<file path="src/rtl/pc_sequencer.sv">
// Program counter / fetch sequencer: IDLE -> RUN -> DONE with stall, branch, halt and
// end-of-program handling. Define PC_PERF_CNT_EN to build the cycle/branch perf counters.
module pc_sequencer #(
  parameter int unsigned PC_W     = 10,
  parameter int unsigned RESET_PC = 0,
  parameter int unsigned PROG_LEN = 1024,
  parameter int unsigned CNT_W    = 16
) (
  input  logic             clk,
  input  logic             reset,
  input  logic             start,
  input  logic             stall,
  input  logic             branch,
  input  logic [PC_W-1:0]  target,
  input  logic             halt_instr,
  output logic [PC_W-1:0]  pc,
  output logic             fetch_valid,
  output logic             done,
  output logic [CNT_W-1:0] cycle_count,
  output logic [CNT_W-1:0] branch_count
);

  localparam logic [PC_W-1:0] ResetPc = PC_W'(RESET_PC);
  localparam logic [PC_W-1:0] LastPc  = PC_W'(PROG_LEN - 1);

  typedef enum logic [1:0] {
    StIdle = 2'b00,
    StRun  = 2'b01,
    StDone = 2'b10
  } state_e;

  state_e          state_q, state_d;
  logic [PC_W-1:0] pc_q, pc_d;

  always_comb begin
    state_d = state_q;
    pc_d    = pc_q;
    case (state_q)
      StIdle: begin
        pc_d = ResetPc;
        if (start) state_d = StRun;
      end
      StRun: begin
        // Stall masks branch and halt; upstream re-presents them afterwards.
        if (!stall) begin
          if (halt_instr) begin
            state_d = StDone;
          end else if (branch) begin
            pc_d = target;
          end else if (pc_q == LastPc) begin
            state_d = StDone;
          end else begin
            pc_d = pc_q + 1'b1;
          end
        end
      end
      StDone: begin
        if (start) begin
          state_d = StRun;
          pc_d    = ResetPc;
        end
      end
      default: begin
        state_d = StIdle;
        pc_d    = ResetPc;
      end
    endcase
  end

  always_ff @(posedge clk or negedge reset) begin
    if (!reset) begin
      state_q <= StIdle;
      pc_q    <= ResetPc;
    end else begin
      state_q <= state_d;
      pc_q    <= pc_d;
    end
  end

  assign pc          = pc_q;
  assign fetch_valid = (state_q == StRun);
  assign done        = (state_q == StDone);

`ifdef PC_PERF_CNT_EN
  logic [CNT_W-1:0] cycle_q, cycle_d;
  logic [CNT_W-1:0] brcnt_q, brcnt_d;
  logic             cnt_clr, br_taken, in_run;

  always_comb begin
    in_run   = (state_q == StRun);
    cnt_clr  = start && ((state_q == StIdle) || (state_q == StDone));
    br_taken = in_run && !stall && !halt_instr && branch;
    cycle_d  = cycle_q;
    brcnt_d  = brcnt_q;
    if (cnt_clr) begin
      cycle_d = '0;
      brcnt_d = '0;
    end else begin
      // Both counters saturate rather than wrap.
      if (in_run && (cycle_q != '1)) cycle_d = cycle_q + 1'b1;
      if (br_taken && (brcnt_q != '1)) brcnt_d = brcnt_q + 1'b1;
    end
  end

  always_ff @(posedge clk or negedge reset) begin
    if (!reset) begin
      cycle_q <= '0;
      brcnt_q <= '0;
    end else begin
      cycle_q <= cycle_d;
      brcnt_q <= brcnt_d;
    end
  end

  assign cycle_count  = cycle_q;
  assign branch_count = brcnt_q;
`else
  assign cycle_count  = '0;
  assign branch_count = '0;
`endif

endmodule

</file>
<file path="config.mk">
export PLATFORM = sky130hd
export DESIGN_NAME = pc_sequencer
export DESIGN_NICKNAME = d
export VERILOG_FILES = /design/src/rtl/pc_sequencer.sv
export SDC_FILE = /design/constraint.sdc
export NUM_CORES = 1
export LEC_CHECK = 0
export ABC_AREA = 1
export CORE_ASPECT_RATIO = 1.25
export CORE_MARGIN = 2
export CORE_UTILIZATION = 36
export DETAILED_ROUTE_END_ITERATION = 16
export GPL_TIMING_DRIVEN = 0
export MAX_ROUTING_LAYER = met4
export PLACE_DENSITY = 0.76
export SYNTH_ARGS = -nofsm -noshare
export SYNTH_HDL_FRONTEND = slang
export SYNTH_SLANG_ARGS = --single-unit
export TNS_END_PERCENT = 30
</file>
<file path="constraint.sdc">
create_clock -name clk -period 1.4 [get_ports clk]
set_input_delay 0.28 -clock clk [delete_from_list [all_inputs] [get_ports clk]]
set_output_delay 0.28 -clock clk [all_outputs]
set_load 0.005 [all_outputs]
</file>
After elaboration in Yosys (flattened, before gate mapping)
Cells that the tools add are included.
- memories kept: 0
- bits in read-only memories: 0
- output and inout port bits: 44
- logic and storage cells: 29
- bits in registers: 12
- latch bits: 0
- memory bits (writable): 0
- bits of input ports: 16
- $lt $le $gt $ge: 0
- mux-type cells: 12
- add/subtract/negate cells: 1
- $mul: 0
- reductions and logical operators: 4
- bitwise logic cells: 0
- equality and inequality tests: 10
- shift-type cells: 0
- div/mod/pow operators: 0
- operators by type and width (operator ; count):
    2-to-1 mux 10 bit ; 5
    case mux 10 bit (2 select lines) ; 1
    adder 10 x 1 -> 10 bit (second input constant) ; 1
    == test 10 bit (second input constant) ; 1
    2-to-1 mux 2 bit ; 5
    AND reduction 4 bit ; 2
    != test 2 bit (second input constant) ; 3
    != test 3 bit (second input constant) ; 2
    case mux 2 bit (2 select lines) ; 1
    != test 3 x 2 -> 1 bit (second input constant) ; 1
    == test 2 x 1 -> 1 bit (second input constant) ; 1
    == test 2 bit (second input constant) ; 1
    zero test 2 bit ; 1
    != test 2 x 1 -> 1 bit (second input constant) ; 1
    OR reduction 2 bit ; 1

Depth between registers and ports, before layout
- depth in word-level cells: 6
- gate-level depth with buffers: 10
- mapped depth without buffers: 9

Least setup slack after synthesis
No wires, ideal clock.
- kind: flip-flop to flip-flop
- start point: register pc_q[0] (netlist: pc[0])
- end point: register pc_q[7] (netlist: pc[7])
- setup slack: 0.020 ns
- period minus slack after synthesis: 1.380 ns
- arrival: 1.263 ns
- library setup time: 0.116 ns
- buffers on the path: 1
- data required time: 1.284 ns
- cell stages (with the launch flop): 9
- cell sequence: dfrtp_1 ha_1 nand2_2 nor2_4 nand4_2 nand3_4 buf_12 nand2_1 nand2_1
- word-level cells in the longest chain between the ends: 6
- elaborated cells between the ends (all ways): 9
- classes of those cells: add/sub (1); eq/ne (2); mux (5); reduce/logical (1)
- ends and longest elaborated chain (item ; line ; source):
    start: declaration ; 33 ; logic [PC_W-1:0] pc_q, pc_d;
    start signal: assignment ; 73 ; pc_q <= ResetPc;
    start signal: assignment ; 76 ; pc_q <= pc_d;
    adder 10 x 1 -> 10 bit ; 53 ; pc_d = pc_q + 1'b1;
    2-to-1 mux 10 bit ; 50 ; end else if (pc_q == LastPc) begin
    2-to-1 mux 10 bit ; 48 ; end else if (branch) begin
    2-to-1 mux 10 bit ; 46 ; if (halt_instr) begin
    2-to-1 mux 10 bit ; 45 ; if (!stall) begin
    case mux 10 bit (2 select lines) ; 38 ; case (state_q)
Several ways; a longest one is shown, not always the timed one. The select of a mux whose other input is x is not followed.
A chain may end at the register's enable or synchronous reset.

Final worst setup path
- start point: register state_q[1]
- end point: register pc_q[0] (netlist: pc[0])
- word-level cells in the longest chain between the ends: 3
- elaborated cells between the ends (all ways): 8
- classes of those cells: eq/ne (6); mux (1); reduce/logical (1)
- ends and longest elaborated chain (item ; line ; source):
    start: declaration ; 32 ; state_e state_q, state_d;
    start signal: assignment ; 72 ; state_q <= StIdle;
    start signal: assignment ; 75 ; state_q <= state_d;
    == test 2 x 1 -> 1 bit or == test 2 bit (tied branches) ; 38 ;
    != test 3 bit (no source line) or != test 2 bit (tied branches) ; n/a ;
    AND reduction 4 bit (no source line) ; n/a ;
Several ways; a longest one is shown, not always the timed one.

==> flow_summary.ini <==
[run_status]
status = finished, violations left
violations = negative setup slack

[setup_path]
path_max_fanout = 6
worst-r2r-setup-slack_ps = -20
max_stage_delay_ps = 370
start_kind = flip-flop
critPathArrivalTime_ps = 1550
cp_slowest_cell = dfrtp_1
reg2reg_to = pc[0]$_DFFE_PN0P_
cp-end-kind = flip-flop
critPathLaunch = state_q[1]$_DFFE_PN0P_
required_ps = 1530
crit_end = pc[0]$_DFFE_PN0P_
r2r_start = state_q[1]$_DFFE_PN0P_
critPathKind = reg2reg
reg2reg_depth = 8
path_cells = inv_2 > nand2_4 > buf_4 > nor2_4 > nand4_4 > nand3_4 > clkbuf_16 > o21ai_2

[timing]
clock_skew_ps = 3.74
period_share_pct = 102
setup_ws_ps = -24.6
timing.fmax_mhz = 702
finalSetupTns_ps = -72.5
setup_viol_count_final = 5
fin_crit_ps = 1420
final_hold_viol_count = 0
slew_viol_final = 0
grt_setup_unrepaired = true
relSlewSlack_pct = 60.3
worst_pin_slew_ps = 594

[floorplanning]
die_y_um = 68.5
rows = 23
start_util_pct = 37.5
die_area_um2 = 3810
die_w_um = 55.6
boundaryPins = 60
coreArea_um2 = 3190

[drt]
first_pass_iters = 5
routed_wl_um = 3220
drc_errors = 0
via_per_inst = 4.48
vias = 1291
ant_nets = 0
drt_iter0_drc = 46
wl_per_cell_um = 11.2

[layout]
drive_gt1_share_pct = 37.1
multi_input_area_um2 = 753
nFillCells = 303
fin_nets = 270
antenna_cells = 0
seq_area_um2 = 309
area_growth_syn_to_layout_pct = 58.2

[clocking]
htree_levels = 1
clk_path_buf_depth = 2
cts_tree = yes
clkTransAtPathRegs_ps = 50
clk_latency_ps = 240
cts.sinks = 12
postCtsHoldBufs = 0
root_buffer = clkbuf_8
cts_buffers = 3

[flow_run]
maxCapViolations = 0

[grt]
grt_max_degree = 13
antenna_found_initial = 0
grt_pass1_wl_um = 4800
track_usage_pct = 16.7
overflow = 0
grt_pass1_vias = 1129

[power]
vdd_ir_drop_max_v = 0.000948
power.density_nw_per_um2 = 1450
power.total_mw = 2.74
power.leakage_nw = 1.03

[place]
gp_congestion = 0.888
hpwlAfterDp_um = 2080
port-buffer-count = 27

[yosys]
synth_top_area_share_pct = 25.1
synth_area_um2 = 1200
synth.area.top_cells = dfrtp_1, buf_4, nand2_1
syn_area_per_cell_um2 = 6.89
synth_area_leader_cell = dfrtp_1
synth.distinct_cells = 26
yosys_warnings = 0
ys_seq_elements = 12
syn_inst = 174
synth-seq-area-share_pct = 25.1

[worst_hold_path]
hold_class = in2async
[per-stage QoR]
step / setup slack, ps / area (um^2) / cells / utilization, % / hold WS, ps
floorplan: 20.2 / 1320 / 205 / - / -15.6
global placement: -382 / 1630 / 269 / 51.1 / 523
detailed placement: -401 / 1630 / 269 / 51.1 / 518
CTS: 1.72 / 1790 / 285 / 56.0 / 432
global route: -86.8 / 1900 / 288 / 59.4 / 458
finish: -24.6 / 1900 / 288 / 59.4 / 413
[worst max-delay path, delay by kind of cell, from the launching register on]
family | cells | cell delay [ps]
buf+inv | 3 | 430
flops | 1 | 370
simple gates | 4 | 470
compound gates | 1 | 50
[worst min-delay path by stage]
stage                       from                end  cells past startpoint
3_3_place_gp   pc[9]$_DFFE_PN0P_  pc[9]$_DFFE_PN0P_                      2
6_report                   reset  pc[4]$_DFFE_PN0P_                      1
2_1_floorplan              reset  pc[0]$_DFFE_PN0P_                      0
4_1_cts                    reset  pc[4]$_DFFE_PN0P_                      1
5_1_grt                    reset  pc[1]$_DFFE_PN0P_                      1
3_5_place_dp   pc[9]$_DFFE_PN0P_  pc[9]$_DFFE_PN0P_                      2
[area by class of cell]
cell class / count / area share [%]
clock buffer: 3 / 2.18
multi-input combinational: 141 / 39.7
buffer: 34 / 14.0
tap: 37 / 2.44
sequential: 12 / 16.3
inverter: 18 / 3.83
timing repair buffer: 43 / 21.6
[Yosys cell counts]
library cell,count
a21boi_0,1
a21o_1,1
a21oi_1,2
buf_12,1
buf_2,1
buf_4,32
clkinv_4,1
conb_1,1
dfrtp_1,12
ha_1,1
inv_1,14
inv_2,3
nand2_1,45
nand2_2,2
nand2_4,1
nand3_1,12
nand3_4,1
nand3b_1,1
nand4_1,2
nand4_2,1
nor2_1,19
nor2_4,2
o211ai_1,2
o21ai_0,8
o21ai_2,7
or2_2,1
[where the power goes]
part | internal (mW) | switching (mW)
Sequential | 0.499 | 0.186
Combinational | 0.898 | 0.836
Clock | 0.190 | 0.132
[layer usage]
layer,vias up,GRT usage (%),routed length (um)
met2,70,32.1,1650
met4,0,7.32,55
met1,572,16.7,1200
met5,-,-,0
li1,642,-,-
met3,7,2.99,310
[sequential cells by signal, summed over array words and instances, names as in the netlist]
signal / flops
pc: 10
state_q: 2
[what timing repair did]
item | 4_1_cts | 5_1_grt
pin swaps | 2 | 9
cloned | 0 | 1
setup buffers | 13 | 2
setup endpoints to repair | 24 | 13
gates resized for setup | 24 | 20
[cell usage in the layout (no fill, tap or decap), types with 2 or more instances in the layout]
cell             synthesis  layout
buf_4                   32      44
nand2_1                 45      39
conb_1                   1      32
nor2_1                  19      15
clkdlybuf4s50_1          0      15
inv_1                   14      13
nand3_1                 12      11
dlygate4sd2_1            0      11
o21ai_0                  8       8
o21ai_2                  7       7
dfrtp_2                  0       7
nand2_2                  2       5
dfrtp_1                 12       5
inv_2                    3       4
nand2_4                  1       4
nor2_4                   2       4
clkbuf_8                 0       3
nor2_2                   0       2
nand4_1                  2       2
buf_12                   1       2
buf_2                    1       2
a21oi_1                  2       2
o211ai_1                 2       2
buf_6                    0       2
[cells by family (layout without fill, tap and decap cells)]
| family | count (synthesis) | in the layout | synth area share [%] |
|---|---|---|---|
| other | 1 | 32 | 0.313 |
| AND/OR/NAND/NOR | 87 | 87 | 33.6 |
| flip-flops | 12 | 12 | 25.1 |
| AO/OA/AOI/OAI | 21 | 21 | 11.8 |
| adder cells (fa/ha/maj) | 1 | 1 | 1.04 |
| buffers and inverters | 52 | 98 | 28.2 |
Note: power is estimated with default switching activity, not from simulation.
